## config.mk

```make
export PLATFORM = sky130hd
export DESIGN_NAME = calculus_unit_pipe_flat
export DESIGN_NICKNAME = d
export VERILOG_FILES = /design/src/rtl/calculus_unit_pipe_if.sv /design/src/rtl/calculus_unit_pipe.sv /design/src/flat_wrapper.sv
export SDC_FILE = /design/constraint.sdc
export NUM_CORES = 2
export LEC_CHECK = 0
export CORE_MARGIN = 2
export CORE_UTILIZATION = 55
export DETAILED_ROUTE_END_ITERATION = 10
export PLACE_DENSITY = 0.85
export SLEW_MARGIN = 10
export SYNTH_ARGS = -nofsm -noshare
export SYNTH_HDL_FRONTEND = slang
export SYNTH_SLANG_ARGS = --single-unit
```

## constraint.sdc

```tcl
create_clock -name clk -period 3.8 [get_ports clk]
set_clock_uncertainty 0.2 [all_clocks]
set_input_delay 0.57 -clock clk [delete_from_list [all_inputs] [get_ports clk]]
set_output_delay 0.57 -clock clk [all_outputs]
set_load 0.005 [all_outputs]
```

## src/rtl/calculus_unit_pipe_if.sv

```systemverilog
// Handshake and data bundle between the SIMD operand-read stage, the calculus
// unit and writeback. The master side is upstream/downstream; the slave side is the unit.
interface calculus_unit_pipe_if #(
  parameter int FUNCTION_BITS = 4,
  parameter int BIT_WIDTH     = 32,
  parameter int LANES         = 4
);
  logic [FUNCTION_BITS-1:0]   fn;
  logic                       in_valid;
  logic                       in_ready;
  logic [LANES*BIT_WIDTH-1:0] data_in0;
  logic [LANES*BIT_WIDTH-1:0] data_in1;
  logic                       out_valid;
  logic                       out_ready;
  logic [LANES*BIT_WIDTH-1:0] data_out;
  logic                       busy;

  modport master (
    output fn, in_valid, data_in0, data_in1, out_ready,
    input  in_ready, out_valid, data_out, busy
  );

  modport slave (
    input  fn, in_valid, data_in0, data_in1, out_ready,
    output in_ready, out_valid, data_out, busy
  );
endinterface

```

## src/rtl/calculus_unit_pipe.sv

```systemverilog
// Multi-lane elementwise calculus unit: single-cycle ReLU/MAX/ABS/SIGN and an
// iterative restoring integer square root, with valid/ready on both sides.
module calculus_unit_pipe #(
  parameter int FUNCTION_BITS = 4,
  parameter int BIT_WIDTH     = 32,
  parameter int LANES         = 4
) (
  input  logic                    clk,
  input  logic                    reset,
  calculus_unit_pipe_if.slave     bus
);

  localparam int H  = BIT_WIDTH / 2;
  localparam int CW = $clog2(H + 1);
  localparam int DW = LANES * BIT_WIDTH;

  localparam logic [FUNCTION_BITS-1:0] FN_RELU = FUNCTION_BITS'(4'b0000);
  localparam logic [FUNCTION_BITS-1:0] FN_MAX  = FUNCTION_BITS'(4'b0001);
  localparam logic [FUNCTION_BITS-1:0] FN_ABS  = FUNCTION_BITS'(4'b0010);
  localparam logic [FUNCTION_BITS-1:0] FN_SIGN = FUNCTION_BITS'(4'b0011);
  localparam logic [FUNCTION_BITS-1:0] FN_SQRT = FUNCTION_BITS'(4'b1000);

  typedef enum logic [1:0] {IDLE, CALC, DONE} state_e;

  state_e                state_q, state_d;
  logic [CW-1:0]         cnt_q, cnt_d;
  logic [BIT_WIDTH-1:0]  rad_q  [LANES];
  logic [BIT_WIDTH-1:0]  rad_d  [LANES];
  logic [BIT_WIDTH-1:0]  rad_n  [LANES];
  logic [H+1:0]          rem_q  [LANES];
  logic [H+1:0]          rem_d  [LANES];
  logic [H+1:0]          rem_n  [LANES];
  logic [H-1:0]          root_q [LANES];
  logic [H-1:0]          root_d [LANES];
  logic [H-1:0]          root_n [LANES];
  logic [DW-1:0]         dout_q, dout_d;
  logic [DW-1:0]         single_res;
  logic [DW-1:0]         sqrt_res;
  logic                  in_ready;
  logic                  accept;

  function automatic logic [BIT_WIDTH-1:0] lane_op(
    input logic [FUNCTION_BITS-1:0]   f,
    input logic signed [BIT_WIDTH-1:0] x,
    input logic signed [BIT_WIDTH-1:0] y
  );
    logic [BIT_WIDTH-1:0] r;
    logic [BIT_WIDTH-1:0] most_neg;
    most_neg = {1'b1, {(BIT_WIDTH-1){1'b0}}};
    r = '0;
    case (f)
      FN_RELU: r = x[BIT_WIDTH-1] ? '0 : x;
      FN_MAX:  r = (x > y) ? x : y;
      FN_ABS: begin
        if (x == most_neg)      r = ~most_neg;
        else if (x[BIT_WIDTH-1]) r = -x;
        else                     r = x;
      end
      FN_SIGN: begin
        if (x == '0)             r = '0;
        else if (x[BIT_WIDTH-1]) r = '1;
        else                     r = BIT_WIDTH'(1);
      end
      default: r = '0;
    endcase
    return r;
  endfunction

  assign in_ready = (state_q == IDLE) || ((state_q == DONE) && bus.out_ready);
  assign accept   = bus.in_valid && in_ready;

  // One restoring step per lane: try subtracting (root<<2 | 1) from the
  // remainder extended by the next two radicand bits; keep it only if non-negative.
  always_comb begin
    logic [H+1:0] shifted;
    logic [H+2:0] diff;
    single_res = '0;
    sqrt_res   = '0;
    rad_n      = rad_q;
    rem_n      = rem_q;
    root_n     = root_q;
    shifted    = '0;
    diff       = '0;
    for (int unsigned l = 0; l < LANES; l++) begin
      single_res[l*BIT_WIDTH +: BIT_WIDTH] =
        lane_op(bus.fn, bus.data_in0[l*BIT_WIDTH +: BIT_WIDTH], bus.data_in1[l*BIT_WIDTH +: BIT_WIDTH]);
      shifted  = {rem_q[l][H-1:0], rad_q[l][BIT_WIDTH-1 -: 2]};
      diff     = {1'b0, shifted} - {1'b0, root_q[l], 2'b01};
      rad_n[l] = rad_q[l] << 2;
      if (!diff[H+2]) begin
        rem_n[l]  = diff[H+1:0];
        root_n[l] = {root_q[l][H-2:0], 1'b1};
      end else begin
        rem_n[l]  = shifted;
        root_n[l] = {root_q[l][H-2:0], 1'b0};
      end
      sqrt_res[l*BIT_WIDTH +: BIT_WIDTH] = {{(BIT_WIDTH-H){1'b0}}, root_n[l]};
    end
  end

  always_comb begin
    logic [BIT_WIDTH-1:0] a;
    state_d = state_q;
    cnt_d   = cnt_q;
    rad_d   = rad_q;
    rem_d   = rem_q;
    root_d  = root_q;
    dout_d  = dout_q;
    a       = '0;
    case (state_q)
      CALC: begin
        rad_d  = rad_n;
        rem_d  = rem_n;
        root_d = root_n;
        cnt_d  = cnt_q + CW'(1);
        if (cnt_q == CW'(H - 1)) begin
          state_d = DONE;
          cnt_d   = '0;
          dout_d  = sqrt_res;
        end
      end
      DONE: begin
        if (bus.out_ready && !accept) state_d = IDLE;
      end
      default: ;
    endcase
    // accept is only possible from IDLE or from a draining DONE
    if (accept) begin
      if (bus.fn == FN_SQRT) begin
        state_d = CALC;
        cnt_d   = '0;
        for (int unsigned l = 0; l < LANES; l++) begin
          a         = bus.data_in0[l*BIT_WIDTH +: BIT_WIDTH];
          rad_d[l]  = (!a[BIT_WIDTH-1] && (a != '0)) ? a : '0;
          rem_d[l]  = '0;
          root_d[l] = '0;
        end
      end else begin
        state_d = DONE;
        dout_d  = single_res;
      end
    end
  end

  always_ff @(posedge clk) begin
    if (reset) begin
      state_q <= IDLE;
      cnt_q   <= '0;
      rad_q   <= '{default: '0};
      rem_q   <= '{default: '0};
      root_q  <= '{default: '0};
      dout_q  <= '0;
    end else begin
      state_q <= state_d;
      cnt_q   <= cnt_d;
      rad_q   <= rad_d;
      rem_q   <= rem_d;
      root_q  <= root_d;
      dout_q  <= dout_d;
    end
  end

  assign bus.in_ready  = in_ready;
  assign bus.out_valid = (state_q == DONE);
  assign bus.busy      = (state_q == CALC);
  assign bus.data_out  = dout_q;

endmodule

```

## src/flat_wrapper.sv

```systemverilog
// flat-port wrapper written by rule: the top's interface ports become plain ports
module calculus_unit_pipe_flat 
#(
  parameter int FUNCTION_BITS = 4,
  parameter int BIT_WIDTH     = 32,
  parameter int LANES         = 4
)
  (clk, reset, bus_fn, bus_in_valid, bus_data_in0, bus_data_in1, bus_out_ready, bus_in_ready, bus_out_valid, bus_data_out, bus_busy);
  calculus_unit_pipe_if #(.FUNCTION_BITS(FUNCTION_BITS), .BIT_WIDTH(BIT_WIDTH), .LANES(LANES)) bus_i ();
  input  logic clk;
  input  logic reset;
  input wire logic [$bits(bus_i.fn)-1:0] bus_fn;
  input wire logic [$bits(bus_i.in_valid)-1:0] bus_in_valid;
  input wire logic [$bits(bus_i.data_in0)-1:0] bus_data_in0;
  input wire logic [$bits(bus_i.data_in1)-1:0] bus_data_in1;
  input wire logic [$bits(bus_i.out_ready)-1:0] bus_out_ready;
  output wire logic [$bits(bus_i.in_ready)-1:0] bus_in_ready;
  output wire logic [$bits(bus_i.out_valid)-1:0] bus_out_valid;
  output wire logic [$bits(bus_i.data_out)-1:0] bus_data_out;
  output wire logic [$bits(bus_i.busy)-1:0] bus_busy;
  assign bus_i.fn = bus_fn;
  assign bus_i.in_valid = bus_in_valid;
  assign bus_i.data_in0 = bus_data_in0;
  assign bus_i.data_in1 = bus_data_in1;
  assign bus_i.out_ready = bus_out_ready;
  assign bus_in_ready = bus_i.in_ready;
  assign bus_out_valid = bus_i.out_valid;
  assign bus_data_out = bus_i.data_out;
  assign bus_busy = bus_i.busy;
  calculus_unit_pipe #(.FUNCTION_BITS(FUNCTION_BITS), .BIT_WIDTH(BIT_WIDTH), .LANES(LANES)) u_core (.clk(clk), .reset(reset), .bus(bus_i));
endmodule
```

==> Word level (Yosys, flattened, before mapping) <==
Cells that the tools add are included.
{ "word_totals": {"in_bits": 264, "word_cells": 128, "output_inout_bits": 131, "ff_bits": 399} }
{ "classes": {"muxes": 62, "add_sub_neg": 9, "order_cmp": 4, "reduce_logical": 25, "n_eq_ne": 13} }
{ "op_table": {"columns": ["cell", "n"], "rows": [
  ["two-way mux 128 bit", 7],
  ["two-way mux 32 bit", 24],
  ["case mux 32 bit (4 select lines)", 4],
  ["two-way mux 72 bit", 3],
  ["two-way mux 64 bit", 3],
  ["equality test 32 bit (second input constant)", 4],
  ["> comparator 32 bit", 4],
  ["logical NOT 32 bit", 4],
  ["negation 32 bit", 4],
  ["nonzero test 32 bit", 4],
  ["two-way mux 31 bit", 4],
  ["subtractor 18 x 18 -> 19 bit", 4],
  ["two-way mux 18 bit", 4],
  ["two-way mux 5 bit", 4],
  ["equality test 4 x 2 -> 1 bit (second input constant)", 2],
  ["two-way mux 2 bit", 4],
  ["logical AND 1 bit", 7],
  ["!= test 3 x 1 -> 1 bit (second input constant)", 2],
  ["adder 5 x 1 -> 5 bit (second input constant)", 1],
  ["equality test 5 x 4 -> 1 bit (second input constant)", 1],
  ["logical NOT 1 bit", 5],
  ["equality test 4 x 1 -> 1 bit (second input constant)", 1],
  ["equality test 4 bit (second input constant)", 1],
  ["logical NOT 4 bit", 1],
  ["other kinds (8)", 11]
]} }

==> Longest topological paths before layout <==
{ "logic_depth": {"depth_word": 9, "ltp_mapped": 13, "mapped_depth_nobuf": 10} }

==> Worst setup path before layout <==
Ideal clock, no wire load.
{ "synth_path": {"path_kind": "input to register", "from": "in bus_data_in1[63]", "to": "reg u_core.dout_q[55], in the netlist u_core.bus.data_out[55]", "setup_ns": 0.106, "arrival_ns": 3.100, "n_path_buf": 2, "t_required_ns": 3.494, "cell_stages": 11, "slack_ns": 0.394, "cell_sequence": "inv_1 > ha_1 > nand4_1 > or4_1 > or4_1 > o311ai_0 > o31a_1 > clkbuf_1 > buf_1 > nand3_1 > o311ai_0"} }
{ "synth_between": {"elab_chain_cells": 5} }
{ "synth_rtl": {"columns": ["element", "line", "rtl"], "rows": [
  ["start: declaration", "flat_wrapper.sv:15", "input wire logic [$bits(bus_i.data_in1)-1:0] bus_data_in1;"],
  ["> comparator 32 bit", "calculus_unit_pipe.sv:53", "FN_MAX: r = (x > y) ? x : y;"],
  ["two-way mux 32 bit", "calculus_unit_pipe.sv:53", null],
  ["case mux 32 bit (4 select lines)", "calculus_unit_pipe.sv:51", "case (f)"],
  ["two-way mux 128 bit", "calculus_unit_pipe.sv:129", "if (bus.fn == FN_SQRT) begin"],
  ["two-way mux 128 bit", "calculus_unit_pipe.sv:128", "if (accept) begin"],
  ["end signal: assignment", "calculus_unit_pipe.sv:159", "dout_q <= dout_d;"],
  ["end: declaration", "calculus_unit_pipe.sv:36", "logic [DW-1:0] dout_q, dout_d;"]
]} }
No other way between the ends.
A chain may end at the register's enable or synchronous reset.

==> Final worst setup path <==
{ "layout_path": {"from": "in bus_data_in1[29]", "to": "reg u_core.dout_q[27], in the netlist u_core.bus.data_out[27]"} }
The elaborated chain is that of the path after synthesis.

==> flow_summary.toml <==
[sta]
post-route-min-period_ns = 3.51
fmax_mhz = 285
whs_ns = 0.257
finalHoldViolCount = 0
fin_crit_sh_pct = 92.4
setup_viol = 0
tightest_slew_ns = 1.30
max_slew_margin_pct = 12.9
report.final.slew_viol_count = 0
rsz0062_at_grt = "no"

[critical_path]
endpoint_kind = "register"
rr_startpoint = "u_core.state_q[0]$_SDFFE_PP0P_"
ff2ff_setup_slack_ns = 0.64
slowest_stage = "a2111oi_0"
path_cells = "clkdlybuf4s50_1 -> inv_1 -> ha_1 -> a21oi_1 -> o21bai_1 -> a2111oi_0 -> nand4_1 -> and3_1 -> or3_1 -> and2_1 -> a221o_1"
required_ns = 4.08
cp_top_family = "compound AO/OA/AOI/OAI gates"
crit_fanout = 4
critical_path_class = "in -> reg"
crit_buf_inv = 2
r2r_end = "u_core.bus.data_out[105]$_SDFF_PP0_"
crit_path_max_incr_delay_ns = 0.63
reg2reg_depth = 7
crit_arrival_ns = 3.80
worst_setup_path_start_kind = "input port"

[synth]
synth-seq-cells = 391
async_flop_share_pct = 0
syn_area_sq_um = 28600
synthesis.instances = 3934
yosysSeqAreaShare_pct = 27.4
synth_compound_area_share_pct = 26.9
synth_nets = 4399
synth_top_family_by_area = "compound AO/OA/AOI/OAI gates"
synth_edf_count = 0
synth_fa_ha_area_share_pct = 8.80
synthMuxAreaShare_pct = 7.20
synth-simple-area-share_pct = 21.2
ys_warn_count = 0
postSynthAreaPerCell_sq_um = 7.27
synth_ff_type = "dfxtp_1"
synth_cell_types = 84
synth-xor-area-share_pct = 1.81

[power]
cellPowerDensity_nw_per_um2 = 308
p_leak_uw = 0.0147
ir_drop_v = 0.000321

[drt]
viasPerCell = 6.53
route.detailed.drc = 0
vias = 34100
routed_wirelength_mm = 121
drt_iter0_markers = 4559
wl_per_cell_um = 23.1
ant_nets = 0
first_pass_iters = 7

[clocking]
hold_buffers = 0
cts_resized = 0
cts_htree_levels = 2
cts_buffers = 45
clockRootBuffer = "clkbuf_16"
clockBufferDepth = 3
clkSinkCount = 391
cts_tree = "done"
post_cts_buffers = 0
insertion_delay_ns = 0.60
clkTransAtPathRegs_ns = 0.06

[cells_and_area]
drive_above_1_share_pct = 11.4
regArea_sq_um = 7830
area_growth_pct = 30.0
multiInputGateArea_sq_um = 19000
fin_nets = 4969
final.fill_count = 4214
fin_util_pct = 72.4

[placement]
place.gp.congestion = 1.00
dpl.hpwl_mm = 90.5
portBuffers = 394

[global_routing]
grt_pass1_wl_mm = 183
track_usage_pct = 43.3
grt_overflow = 0
grt_max_degree = 135
grt_pass1_vias = 31900
antenna_found_initial = 11

[floorplanning]
dieHeight_um = 232
die-area_sq_um = 53800
start_util_pct = 55.7
die_x_um = 232
fp.coreArea_sq_um = 51300
rows = 83
ios = 395

[hold_path]
whs_path_depth = 2
hp-class = "reg -> reg"
hold_end = "u_core.root_q[63]$_SDFF_PP0_"
hp-start = "u_core.root_q[63]$_SDFF_PP0_"

[run]
drv_cap = 0

[outcome]
status = "complete, no violations"
kinds of logic after synthesis:
family,Yosys count
AO/OA/AOI/OAI,1275
flip-flops,391
multiplexers,205
XOR/XNOR,59
buffers and inverters,502
AND/OR/NAND/NOR,1301
adder cells (fa/ha/maj),201
placed cells by master, fill, tap and decap left out, types with 22 or more instances in the layout:
master,n
nand2_1,570
a21oi_1,433
o21ai_0,402
clkdlybuf4s50_1,393
dfxtp_1,391
buf_4,376
inv_1,242
nor2_1,215
ha_1,201
mux2i_1,199
nand3_1,121
nand4_1,93
nor3_1,72
a31oi_1,49
clkbuf_16,45
xnor2_1,41
a21o_1,37
o31ai_1,35
a211oi_1,33
nor4_1,31
or3_1,28
o211ai_1,28
nor2b_1,22
registers in the layout, indices dropped and copies added, names as in the netlist:
register	count
u_core.state_q	2
u_core.bus.data_out	128
u_core.cnt_q	5
u_core.rad_n	120
u_core.root_q	64
u_core.rad_q	8
u_core.rem_q	64
final cells by class:
cell class	instances	share of cell area, %
multi-input cells	3041	51.1
flip-flops and latches	391	21.1
repair buffers	780	18.7
clock buffers	59	3.39
inverters	245	2.49
well taps	680	2.29
clock inverters	19	0.842
diodes	10	0.0673
synth_stat cells (all sizes together) (22+ instances only):
cell type    n  share of area (%)
nor3        76                1.4
ha         201                8.8
o31ai       36               0.95
nand2      575                7.6
inv        243                3.2
o21ai      405                7.1
nor4        34               0.82
a211oi      33               0.87
xnor2       41                1.3
dfxtp      391                 27
a31oi       50                1.1
o211ai      28               0.74
clkbuf     232                3.0
nand3      122                2.2
mux2i      199                7.0
nor2       226                3.0
buf         25               0.41
a21o        37               0.97
a21oi      433                7.6
nand4       93                2.0
or3         28               0.61
nor2b       22               0.48
worst reg2reg max path: cells and delay by family (launching register included):
| family | cells | cell delay (ns) |
|---|---|---|
| AOI/OAI and AO/OA | 3 | 0.69 |
| buffers and inverters | 2 | 0.80 |
| DFF | 1 | 0.51 |
| and+or+nand+nor | 2 | 0.78 |
metal layers:
| layer | track usage [%] | vias to the layer above | wire length (um) |
|---|---|---|---|
| li1 | - | 15400 | - |
| met1 | 57.2 | 16000 | 47100 |
| met2 | 66.1 | 2251 | 52300 |
| met3 | 10.9 | 478 | 15300 |
| met4 | 19.9 | 4 | 6110 |
| met5 | 0 | - | 33 |
how the worst max path moves through the flow:
stage | from | to | slack, ns | cells past startpoint
5_1_grt | bus_data_in1[29] | u_core.bus.data_out[27]$_SDFF_PP0_ | 0.17 | 11
2_1_floorplan | bus_data_in1[63] | u_core.bus.data_out[55]$_SDFF_PP0_ | 0.39 | 11
6_report | bus_data_in1[29] | u_core.bus.data_out[27]$_SDFF_PP0_ | 0.29 | 11
3_3_place_gp | bus_data_in0[103] | u_core.bus.data_out[121]$_SDFF_PP0_ | -0.1 | 11
4_1_cts | bus_data_in1[77] | u_core.bus.data_out[69]$_SDFF_PP0_ | 0.41 | 12
3_5_place_dp | bus_data_in1[29] | u_core.bus.data_out[13]$_SDFF_PP0_ | -0.17 | 11
power by group:
part	internal, uW	switching, uW
logic	1090	1420
clock network	2870	1910
registers	4140	32.9
total	8100	3350
metrics by stage:
| stage | cells | cell area, sq um | worst slack, ns | setup TNS (ns) | power, uW |
|---|---|---|---|---|---|
| 4_1_cts | 5215 | 37100 | 0.405 | 0 | 11400 |
| 2_1_floorplan | 3934 | 28600 | 0.394 | 0 | 5470 |
| 5_1_grt | 5222 | 37200 | 0.173 | 0 | 11700 |
| 6_report | 5225 | 37200 | 0.287 | 0 | 11500 |
| 3_5_place_dp | 5137 | 35600 | -0.165 | -5.87 | 6670 |
| 3_3_place_gp | 5137 | 35600 | -0.0967 | -0.987 | 6630 |
Power figures use the tool's default switching activity.
